`config.mk`:
```
export PLATFORM = sky130hd
export DESIGN_NAME = pass_next_framer
export DESIGN_NICKNAME = d
export VERILOG_FILES = /design/src/rtl/pass_next_framer.sv
export SDC_FILE = /design/constraint.sdc
export NUM_CORES = 1
export LEC_CHECK = 0
export BUFFER_PORTS_ARGS = -buffer_cell sky130_fd_sc_hd__buf_2
export CORE_ASPECT_RATIO = 1.75
export CORE_MARGIN = 2
export CORE_UTILIZATION = 46
export CTS_CLUSTER_SIZE = 25
export DETAILED_ROUTE_END_ITERATION = 7
export PLACE_DENSITY = 0.8
export SKIP_LAST_GASP = 1
export SLEW_MARGIN = 20
export SYNTH_ARGS = -nofsm -noshare
export SYNTH_HDL_FRONTEND = slang
export SYNTH_SLANG_ARGS = --single-unit
```
`constraint.sdc`:
```
create_clock -name clk -period 2.8 [get_ports clk]
set_input_delay 0.28 -clock clk [delete_from_list [all_inputs] [get_ports clk]]
set_output_delay 0.28 -clock clk [all_outputs]
set_load 0.1 [all_outputs]
```
`src/rtl/pass_next_framer.sv`:
```
// rtl/pass_next_framer.sv - round-robin readout framer with tx word; optional frame checksum via PASS_NEXT_CSUM_EN
module pass_next_framer #(
    parameter int DATA_W      = 32,
    parameter int NUM_CH      = 2,
    parameter int FRAME_LEN   = 1022,
    parameter int SYNC_STAGES = 2
) (
    input  logic                                     clk,
    input  logic                                     res,
    input  logic                                     r_next,
    input  logic                                     new_tx,
    input  logic [NUM_CH*DATA_W-1:0]                 data_in,
    input  logic [DATA_W-1:0]                        data_in_tx,
    output logic [DATA_W-1:0]                        data_out,
    output logic                                     out_valid,
    output logic                                     frame_end,
    output logic [((NUM_CH > 1) ? $clog2(NUM_CH) : 1)-1:0] ch_idx
);

    localparam int CH_W  = (NUM_CH > 1) ? $clog2(NUM_CH) : 1;
    localparam int CNT_W = (FRAME_LEN > 1) ? $clog2(FRAME_LEN + 1) : 1;

    typedef enum logic [1:0] {
        S_DATA = 2'd0,
`ifdef PASS_NEXT_CSUM_EN
        S_CSUM = 2'd2,
`endif
        S_TX   = 2'd1
    } state_t;

    logic [SYNC_STAGES-1:0] rn_sync_q;
    logic [SYNC_STAGES-1:0] nt_sync_q;
    logic                   rn_prev_q;
    logic                   nt_prev_q;
    logic                   req_edge;
    logic                   new_edge;

    state_t              state_q, state_d;
    logic [CNT_W-1:0]    cnt_q, cnt_d;
    logic [CH_W-1:0]     ch_q, ch_d;
    logic [DATA_W-1:0]   data_q, data_d;
    logic                valid_q, valid_d;
    logic                fend_q, fend_d;

    state_t              state_base;
    logic [CNT_W-1:0]    cnt_base;
    logic [CH_W-1:0]     ch_base;
    logic [DATA_W-1:0]   ch_word;
`ifdef PASS_NEXT_CSUM_EN
    logic [DATA_W-1:0]   csum_q, csum_d, csum_base;
`endif

    // Bring the async strobes into clk and keep the previous synchronised level for edge detection
    always_ff @(posedge clk or negedge res) begin
        if (!res) begin
            rn_sync_q <= '0;
            nt_sync_q <= '0;
            rn_prev_q <= 1'b0;
            nt_prev_q <= 1'b0;
        end else begin
            rn_sync_q <= {rn_sync_q[SYNC_STAGES-2:0], r_next};
            nt_sync_q <= {nt_sync_q[SYNC_STAGES-2:0], new_tx};
            rn_prev_q <= rn_sync_q[SYNC_STAGES-1];
            nt_prev_q <= nt_sync_q[SYNC_STAGES-1];
        end
    end

    assign req_edge = rn_sync_q[SYNC_STAGES-1] & ~rn_prev_q;
    assign new_edge = nt_sync_q[SYNC_STAGES-1] & ~nt_prev_q;

    // Framer state register
    always_ff @(posedge clk or negedge res) begin
        if (!res) begin
            state_q <= S_DATA;
            cnt_q   <= '0;
            ch_q    <= '0;
            data_q  <= '0;
            valid_q <= 1'b0;
            fend_q  <= 1'b0;
`ifdef PASS_NEXT_CSUM_EN
            csum_q  <= '0;
`endif
        end else begin
            state_q <= state_d;
            cnt_q   <= cnt_d;
            ch_q    <= ch_d;
            data_q  <= data_d;
            valid_q <= valid_d;
            fend_q  <= fend_d;
`ifdef PASS_NEXT_CSUM_EN
            csum_q  <= csum_d;
`endif
        end
    end

    // Restart is applied first so a coincident request emits channel 0 of the new frame
    always_comb begin
        state_base = state_q;
        cnt_base   = cnt_q;
        ch_base    = ch_q;
`ifdef PASS_NEXT_CSUM_EN
        csum_base  = csum_q;
`endif
        if (new_edge) begin
            state_base = S_DATA;
            cnt_base   = '0;
            ch_base    = '0;
`ifdef PASS_NEXT_CSUM_EN
            csum_base  = '0;
`endif
        end

        ch_word = '0;
        for (int k = 0; k < NUM_CH; k++) begin
            if (ch_base == CH_W'(k)) begin
                ch_word = data_in[k*DATA_W +: DATA_W];
            end
        end

        state_d = state_base;
        cnt_d   = cnt_base;
        ch_d    = ch_base;
        data_d  = data_q;
        valid_d = 1'b0;
        fend_d  = 1'b0;
`ifdef PASS_NEXT_CSUM_EN
        csum_d  = csum_base;
`endif

        if (req_edge) begin
            valid_d = 1'b1;
            case (state_base)
                S_DATA: begin
                    data_d = ch_word;
                    ch_d   = (ch_base == CH_W'(NUM_CH - 1)) ? '0 : ch_base + CH_W'(1);
`ifdef PASS_NEXT_CSUM_EN
                    csum_d = csum_base ^ ch_word;
`endif
                    if (cnt_base == CNT_W'(FRAME_LEN - 1)) begin
                        cnt_d   = '0;
                        state_d = S_TX;
                    end else begin
                        cnt_d = cnt_base + CNT_W'(1);
                    end
                end
                S_TX: begin
                    data_d = data_in_tx;
                    ch_d   = '0;
`ifdef PASS_NEXT_CSUM_EN
                    state_d = S_CSUM;
`else
                    fend_d  = 1'b1;
                    state_d = S_DATA;
`endif
                end
`ifdef PASS_NEXT_CSUM_EN
                S_CSUM: begin
                    data_d  = csum_base;
                    fend_d  = 1'b1;
                    csum_d  = '0;
                    state_d = S_DATA;
                end
`endif
                default: begin
                    state_d = S_DATA;
                end
            endcase
        end
    end

    assign data_out  = data_q;
    assign out_valid = valid_q;
    assign frame_end = fend_q;
    assign ch_idx    = ch_q;

endmodule
```
==> impl_metrics.toml, run 1 <==
[drt]
drt_first_pass_iters = 4
drtIter0Drc = 240
ant_nets = 0
num_vias = 2867
drc = 0
wl_per_cell_um = 15.3
wl_um = 7890
avgViaCountPerCell = 5.57

[setup_path]
critPathLaunchType = "flop"
r2r-end = "cnt_q[6]$_DFF_PN0_"
worstSetupEndpoint = "cnt_q[6]$_DFF_PN0_"
ff2ff_path_depth = 7
reg2reg_from = "nt_sync_q[1]$_DFF_PN0_"
crit_path_end_kind = "flop"
critPathKind = "reg -> reg"
rrSetupSlack_ns = 0.73
path_max_fanout = 10
required_ns = 3.03
startpoint = "nt_sync_q[1]$_DFF_PN0_"
crit_arrival_ns = 2.30

[placed_design]
portBuffers = 134
place_congestion = 0.918
dp_hpwl_um = 6010
placed_area_um2 = 3530

[synthesis]
synthFlopType = "dfrtp_1"
syn_inst = 307
synthesis.nets = 409
synth_edf_count = 0
async_flop_share_pct = 100
syn-mean-instance-area_um2 = 8.98
synth-seq-area-share_pct = 48.1
synth_seq_cells = 53
synthesis.area_um2 = 2760
yosysTopAreaCellShare_pct = 48.1
synth_cell_types = 33
netlist_top_cells_area = "dfrtp_1 (48%), o21ai_0 (11%), a211oi_1 (8.7%)"
yosysWarnings = 0
yosysTopAreaCell = "dfrtp_1"

[clocking]
postCtsResizedCells = 0
ctsHtreeMaxLevel = 2
clk_latency_ns = 0.30
cts_root_buf = "clkbuf_8"
cts_tree = "yes"
ctsLongestPathBuffers = 2
cts.sinks = 53
cts_made_buffers = 5
clkTransAtPathRegs_ns = 0.10

[global_route]
grt_pass1_wl_um = 12800
globalRouteOverflowTotal = 0
grt_pass1_vias = 2791
antenna_found_initial = 0
track_usage_pct = 23.6
grt_max_degree = 33

[worst_hold_path]
hp-class = "in -> reg"
hold_path.startpoint = "r_next"
holdPathStages = 1

[timing]
period_minus_slack_ns = 2.07
final-hold-violation-count = 0
hold_ws_ns = 0.0726
skew_ns = 0.00949
rsz0062_at_grt = "no"
fin_setup_tns_ns = 0
slew_headroom_pct = 49.5
tightest_slew_ns = 0.749
max_freq_mhz = 482
fin_crit_sh_pct = 74.0
finalSetupViolCount = 0
final-max-slew-violation-count = 0

[power_and_ir_drop]
clkPwrFrac_pct = 20.5
power_frac_comb_pct = 42.1
power.static_leakage_uw = 0.00184
power.internal_uw = 1330
switching_share_pct = 45.9
power_density_nw_per_um2 = 673
max-vdd-ir-drop_v = 0.000427
p_sw_uw = 1130
p_seq_share_pct = 37.4

[floorplanning]
dieArea_um2 = 6650
die_h_um = 106
io_pins = 135
coreArea_um2 = 5830
core.rowCount = 37
initial_utilization_pct = 47.3
die_w_um = 62.5

[cells_and_area]
nets = 539
fin_area_um2 = 3640
syn2layout_area_growth_pct = 32.2
drive_gt1_share_pct = 36.8
post-route-util_pct = 62.5
antenna_cells = 0

[run]
maxCapViolations = 0

[run_status]
status = "finished, final reports clean"
[power groups by stage]
stage	Clock, µW	Combinational (µW)	Sequential [µW]
after CTS	513	1040	915
after global routing	541	1090	926
after global placement	0	1020	927
after floorplan	0	195	1520
after detailed placement	0	1040	930
final	503	1030	916
[cell usage after synthesis (2+ instances only)]
cell,n
o21ai_0,61
dfrtp_1,53
ha_1,2
and2_1,3
a211oi_1,32
nand4_1,5
nor3_2,2
o21ai_1,9
nor2_1,8
or3_1,3
inv_1,3
a21oi_1,6
nand2_1,41
and3_1,33
nand3_1,2
xnor2_1,3
clkbuf_1,22
nor3b_1,2
o31ai_1,2
nand2b_1,2
[what timing repair did]
item                                   in CTS  in global routing
hold buffers                                1                  0
endpoints found under the hold margin      20                  0
buffers inserted                            0                  0
[worst max-delay path, stage by stage (launching register included)]
cell and delay (ns):
dfrtp_1 0.40, nand2b_1 0.30, and2_1 0.26, ha_1 0.20, and2_1 0.13, nand4_1 0.20
or3_1 0.37, a21oi_1 0.14
[sequential cells by signal, summed over array words and instances (netlist names)]
signal and flops:
ch_idx 1, out_valid 1, nt_sync_q 2, cnt_q 10, state_q 2, rn_sync_q 2, rn_prev_q 1, nt_prev_q 1
data_out 32, frame_end 1
[area by class of cell]
class / count / area, µm²
Inverter: 3 / 11.3
Timing Repair Buffer: 146 / 763
Multi-Input combinational cell: 228 / 1340
Clock inverter: 2 / 35.0
Tap cell: 78 / 97.6
Sequential cell: 53 / 1330
Fill cell: 555 / 2190
Clock buffer: 5 / 68.8
[per-layer routing]
metal / up-vias / routed length [µm] / global-route usage (%)
met2: 127 / 4350 / 42.6
met5: - / 0 / 0
met3: 22 / 401 / 3.81
met1: 1346 / 2870 / 27.0
li1: 1372 / - / -
met4: 0 / 263 / 10.8
[through the flow]
step / total power [µW] / cells / setup WS (ns)
after detailed placement: 1970 / 507 / 0.724
after CTS: 2460 / 515 / 0.714
after floorplan: 1720 / 307 / 0.686
after global routing: 2550 / 515 / 0.535
after global placement: 1950 / 507 / 0.864
final: 2450 / 515 / 0.727
[how the worst min path moves through the flow]
stage	to
2_1_floorplan	ch_idx$_DFF_PN0_
3_3_place_gp	data_out[11]$_DFFE_PN0P_
3_5_place_dp	data_out[11]$_DFFE_PN0P_
4_1_cts	rn_sync_q[0]$_DFF_PN0_
5_1_grt	nt_sync_q[0]$_DFF_PN0_
6_report	rn_sync_q[0]$_DFF_PN0_
[placed cells by master (no fill, tap or decap), types with 2 or more instances in the layout]
cell / instances
o21ai_1: 9
xnor2_1: 3
a21oi_1: 5
nand2b_1: 2
nand2_1: 41
inv_1: 3
o31ai_1: 2
a211oi_1: 32
or3_1: 3
nand3_1: 2
buf_4: 11
and2_1: 3
nor3_2: 2
nor3b_1: 2
buf_2: 134
and3_1: 33
o21ai_0: 61
clkbuf_8: 5
nor2_1: 8
ha_1: 2
dfrtp_1: 53
nand4_1: 5
[logic make-up after synthesis]
group | share of synthesized area (%)
xor+xnor | 0.953
buf+inv | 3.59
fa+ha+maj | 0.908
flops | 48.1
simple gates | 21.7
compound gates | 24.7
(Power assumes the default switching activity.)
==> inputs of run 2 (changes only) <==
ABC_AREA = 1   (was not set)
CORE_UTILIZATION = 42   (was 46)
PLACE_DENSITY = 0.76   (was 0.8)
clock period = 1.9 ns   (was 2.8 ns; I/O delays follow)
==> run 2 against run 1 <==
Net effect: sequential power grew 45%; die area rose by 13%; highest routed layer unchanged; first-iteration DRC count fell by 21%; global-route usage decreased by 1.9 points; hold slack lost 0.062 ns; final area increased by 3.3%; synthesized area is 4.2% higher; sequential share of layout area down 1.2 points; worst setup slack lost 0.49 ns.
==> impl_metrics.toml, run 2 <==
[drt]
wl_per_cell_um = 13.2
avgViaCountPerCell = 4.99
drc = 0
ant_nets = 0
wl_um = 7610
drtIter0Drc = 190
num_vias = 2869
drt_first_pass_iters = 4

[setup_path]
critPathLaunchType = "flop"
r2r-end = "cnt_q[5]$_DFF_PN0_"
crit_path_end_kind = "flop"
critPathKind = "reg -> reg"
required_ns = 2.09
reg2reg_from = "nt_sync_q[1]$_DFF_PN0_"
path_max_fanout = 8
crit_arrival_ns = 1.86
ff2ff_path_depth = 13
rrSetupSlack_ns = 0.24

[timing]
fin_setup_tns_ns = 0
rsz0062_at_grt = "no"
fin_crit_sh_pct = 87.6
tightest_slew_ns = 0.505
finalSetupViolCount = 0
slew_headroom_pct = 66.6
final-hold-violation-count = 0
skew_ns = 0.00613
period_minus_slack_ns = 1.66
final-max-slew-violation-count = 0
max_freq_mhz = 601

[worst_hold_path]
hp-class = "in -> reg"
holdPathStages = 1
min_to = "nt_sync_q[0]$_DFF_PN0_"
hold_path.startpoint = "new_tx"

[cells_and_area]
antenna_cells = 0
mostFrequentLayoutCell = "buf_2"
drive_gt1_share_pct = 34.3
layout_common_cells = "buf_2 (134), nand2_1 (82), dfrtp_1 (53)"
post-route-util_pct = 57.1
nets = 595
syn2layout_area_growth_pct = 31.1
largest_reg_flops = 32

[clocking]
cts_setup_buffers = 0
cts.hold.buffers_added = 1
cts_root_buf = "clkbuf_16"
ctsHtreeMaxLevel = 2
postCtsResizedCells = 0
clkTransAtPathRegs_ns = 0.07
cts_made_buffers = 5
cts.sinks = 53
cts_tree = "yes"
ctsLongestPathBuffers = 2
clk_latency_ns = 0.29

[floorplanning]
die_w_um = 66.5
io_pins = 135
coreArea_um2 = 6590
initial_utilization_pct = 43.6
core.rowCount = 39
die_h_um = 113
dieArea_um2 = 7540

[global_route]
track_usage_pct = 21.7
grt_pass1_vias = 2857
antenna_found_initial = 0
grt_pass1_wl_um = 12600
globalRouteOverflowTotal = 0
grt_max_degree = 67

[synthesis]
synthesis.nets = 464
yosysTopAreaCell = "dfrtp_1"
synth-seq-area-share_pct = 46.2
synth_common_cells = "nand2_1 (82), dfrtp_1 (53), nor2_1 (50)"
yosysTopAreaCellShare_pct = 46.2
synth_cell_types = 27
netlist_top_cells_area = "dfrtp_1 (46%), nand2_1 (11%), o211ai_1 (8.4%)"
syn-mean-instance-area_um2 = 7.93
synth_edf_count = 0
synthFlopType = "dfrtp_1"
yosysWarnings = 0
synth_seq_cells = 53
async_flop_share_pct = 100
synth_most_common_cell = "nand2_1"
syn_inst = 362
synthesis.area_um2 = 2870

[run_status]
status = "finished, final reports clean"

[run]
maxCapViolations = 0

[placed_design]
portBuffers = 134
dp_hpwl_um = 5820
place_congestion = 0.926

[power_and_ir_drop]
power_density_nw_per_um2 = 990
power.static_leakage_uw = 0.00193
max-vdd-ir-drop_v = 0.000510
==> run 2: cell types whose count changed after synthesis, sizes merged, moves of 32 or more <==
cell	before	now
nand2	41	88
o211ai	0	32
and3	33	0
inv	3	51
a211oi	32	0
a31oi	0	32
nor2	8	56
o21ai	70	6
==> run 2: cells by family (layout without fill, tap and decap cells) <==
group	after synthesis	count (layout)	share of synthesized area [%]
buf+inv	72	203	11.3
compound gates	75	75	17.3
flops	53	53	46.2
xor+xnor	1	1	0.305
fa+ha+maj	2	2	0.871
simple gates	159	159	24.0
==> run 2: where the power goes <==
group | internal (µW) | switching, µW
clock | 518 | 387
sequential | 1260 | 69.8
combinational | 305 | 1190
==> run 2: cell type report <==
cell class	count	area, µm²
timing repair buffer	145	781
multi-input combinational	237	1220
tap	82	103
fill	658	2820
sequential	53	1330
inverter	51	191
clock buffer	7	143
==> run 2: layer usage <==
layer	track usage, %	vias up	share of wire [%]
met5	0	-	0
li1	-	1449	-
met3	3.25	28	4.9
met2	38.1	113	53
met1	23.8	1279	37
met4	13.5	0	4.4
==> run 2: worst max-delay path, stage by stage, from the launching register on <==
cell and delay (ns):
dfrtp_1 0.40, nand2_2 0.14, nand2_2 0.10, inv_1 0.10, ha_1 0.14, nand2_1 0.04
inv_1 0.05, nand3_1 0.07, nor2_2 0.15, nand3_4 0.13, nand2_1 0.11, nand2_1 0.05
nand2_1 0.05, inv_1 0.03
==> run 2: worst max-delay path by stage <==
stage | startpoint | end | slack (ns) | cells past startpoint
2_1_floorplan | ch_idx$_DFF_PN0_ | data_out[0]$_DFFE_PN0P_ | 0.16 | 5
5_1_grt | nt_sync_q[1]$_DFF_PN0_ | cnt_q[5]$_DFF_PN0_ | 0.06 | 14
3_5_place_dp | nt_sync_q[1]$_DFF_PN0_ | cnt_q[5]$_DFF_PN0_ | 0.27 | 13
6_report | nt_sync_q[1]$_DFF_PN0_ | cnt_q[5]$_DFF_PN0_ | 0.24 | 13
3_3_place_gp | nt_sync_q[1]$_DFF_PN0_ | cnt_q[5]$_DFF_PN0_ | 0.31 | 13
4_1_cts | nt_sync_q[1]$_DFF_PN0_ | cnt_q[5]$_DFF_PN0_ | 0.24 | 13
==> run 2: through the flow <==
stage	instances	cell area [µm²]	hold slack, ns	power, µW	setup slack, ns
2_1_floorplan	362	2870	-0.106	2520	0.159
3_3_place_gp	567	3610	0.149	2830	0.308
3_5_place_dp	567	3610	0.148	2850	0.266
4_1_cts	575	3760	0.00705	3760	0.238
5_1_grt	575	3760	0.00656	3890	0.0630
6_report	575	3760	0.0110	3730	0.236
==> inputs of run 3 (changes only) <==
CORE_UTILIZATION = 47   (was 42)
PLACE_DENSITY = 0.81   (was 0.76)
clock period = 1.6 ns   (was 1.9 ns; I/O delays follow)
==> run 3 against run 2 <==
Net effect: the flow now finishes with violations (negative setup slack); register-to-register slack got worse by 0.30 ns; clock skew increased by 0.0055 ns; total power increased by 19%; count of clock-buffer cells in the layout unchanged; fmax increased by 0.27%; core utilization increased by 12 points; wire length increased by 11%; worst setup slack got worse by 0.30 ns; clock power increased by 5.7%; global-route usage increased by 1.9 points; critical path depth increased by 1.
==> impl_metrics.toml, run 3 (synthesis results as in run 2) <==
[timing]
finalSetupViolCount = 2
tightest_slew_ns = 0.511
slew_headroom_pct = 66.2
rsz0062_at_grt = "yes"
skew_ns = 0.0116
fin_crit_sh_pct = 104
final-hold-violation-count = 0
max_freq_mhz = 603
period_minus_slack_ns = 1.66
setup_slack_ns = -0.0595
hold_ws_ns = 0.0903
final-max-slew-violation-count = 0

[clocking]
clkTransAtPathRegs_ns = 0.10
ctsHtreeMaxLevel = 2
cts_made_buffers = 5
cts_tree = "yes"
cts.sinks = 53
clk_latency_ns = 0.32
ctsLongestPathBuffers = 2
cts_root_buf = "clkbuf_8"

[placed_design]
portBuffers = 134
pre_cts_ws_ns = -0.0180
dp.cells = 569
placed_area_um2 = 3700
place_congestion = 0.863
dp_hpwl_um = 5770

[drt]
ant_nets = 0
num_vias = 3063
drtIter0Drc = 187
drt_first_pass_iters = 4
wl_um = 8430
avgViaCountPerCell = 5.21
drc = 0
wl_per_cell_um = 14.3

[floorplanning]
io_pins = 135
die_w_um = 63.1
die_h_um = 107
dieArea_um2 = 6780
initial_utilization_pct = 48.8
core.rowCount = 37
coreArea_um2 = 5880

[setup_path]
crit_path_end_kind = "flop"
critPathLaunchType = "flop"
critPathKind = "reg -> reg"
startpoint = "nt_sync_q[1]$_DFF_PN0_"
worst_path_max_delay_cell = "dfrtp_1"
required_ns = 1.82
path_max_fanout = 8
reg2reg_from = "nt_sync_q[1]$_DFF_PN0_"
crit_arrival_ns = 1.88
slowest_delay_ns = 0.43
rrSetupSlack_ns = -0.06
path_cells = "inv_2, nor2_4, nor2_4, inv_2, ha_4, nand2_2, inv_2, nand3_2, nor2_4, nand3_4, nand2_2, nand2_1, nand2_1, inv_1"
crit_family = "simple AND/OR/NAND/NOR gates"
path_buf_inv = 4

[global_route]
globalRouteOverflowTotal = 0
grt_max_degree = 54
grt_pass1_vias = 2933
antenna_found_initial = 0
track_usage_pct = 23.6
grt_pass1_wl_um = 12700

[power_and_ir_drop]
clkPwrFrac_pct = 21.6
switching_share_pct = 45.0
power.internal_uw = 2440
power_frac_comb_pct = 42.7
power_density_nw_per_um2 = 1090
max-vdd-ir-drop_v = 0.000862
power.static_leakage_uw = 0.00203
p_sw_uw = 2000
p_seq_share_pct = 35.8

[worst_hold_path]
hp-class = "in -> reg"
hold_path.startpoint = "data_in_tx[20]"

[cells_and_area]
post-route-util_pct = 69.2
antenna_cells = 0
fin_area_um2 = 4070
mostFrequentLayoutCell = "buf_2"
stdcell_count = 588
drive_gt1_share_pct = 39.2
nets = 611
syn2layout_area_growth_pct = 41.8
layout_common_cells = "buf_2 (134), nand2_1 (79), dfrtp_1 (52)"
largest_reg_flops = 32

[run_status]
status = "complete, but fails checks"
violations = "negative setup slack"

[run]
maxCapViolations = 0
run 3: changes by cell type in the layout (fill, tap and decap cells not counted), moves of 4 or more:
cell,delta
nor2_4,+4
inv_1,-4
buf_4,+5
clkbuf_8,+5
buf_12,+5
run 3: timing repair:
action,4_1_cts,5_1_grt
hold buffers,3,0
resized for setup,6,26
endpoints found under the setup margin,1,43
cloned,0,2
pin swaps,6,11
setup buffers,3,3
endpoints found under the hold margin,55,0
run 3: tightest hold or removal path, cell delays in order:
cell and delay (ns):
buf_2 0.09, nand2_1 0.05, a31oi_1 0.07
run 3: power by group through the flow:
| stage | clock [µW] | sequential, µW | combinational [µW] |
|---|---|---|---|
| final | 957 | 1590 | 1890 |
| after global routing | 1010 | 1600 | 1980 |
| after CTS | 970 | 1580 | 1840 |
| after detailed placement | 0 | 1610 | 1820 |
| after global placement | 0 | 1600 | 1790 |
| after floorplan | 0 | 2630 | 372 |
run 3: metal layers:
metal	routed length (µm)	share of wire, %	GRT usage [%]
met1	2980	35	25.4
met2	4670	55	43.5
met3	474	5.6	4.18
met4	306	3.6	12.1
met5	0	0	0
run 3: stage by stage:
stage | TNS (ns) | power (µW)
floorplan | 0 | 3000
global placement | 0 | 3390
detailed placement | -0.0180 | 3420
CTS | -0.00454 | 4390
global route | -1.22 | 4590
finish | -0.0752 | 4430
run 3: worst paths after layout:
kind	endpoint	cells after the start
worst min-delay path	data_out[20]$_DFFE_PN0P_	3
max in group asynchronous	ch_idx$_DFF_PN0_	3
worst max register to register	cnt_q[5]$_DFF_PN0_	14
worst max-delay path	cnt_q[5]$_DFF_PN0_	14
min in group asynchronous	cnt_q[3]$_DFF_PN0_	3
worst min register to register	nt_sync_q[1]$_DFF_PN0_	0
run 3: cell type report:
| class | instances | area, µm² |
|---|---|---|
| clock buffer | 7 | 86.3 |
| clock inverter | 1 | 30.0 |
| multi-input combinational | 237 | 1320 |
| fill | 491 | 1810 |
| timing repair buffer | 161 | 1010 |
| sequential | 53 | 1330 |
| tap | 78 | 97.6 |
| inverter | 51 | 199 |
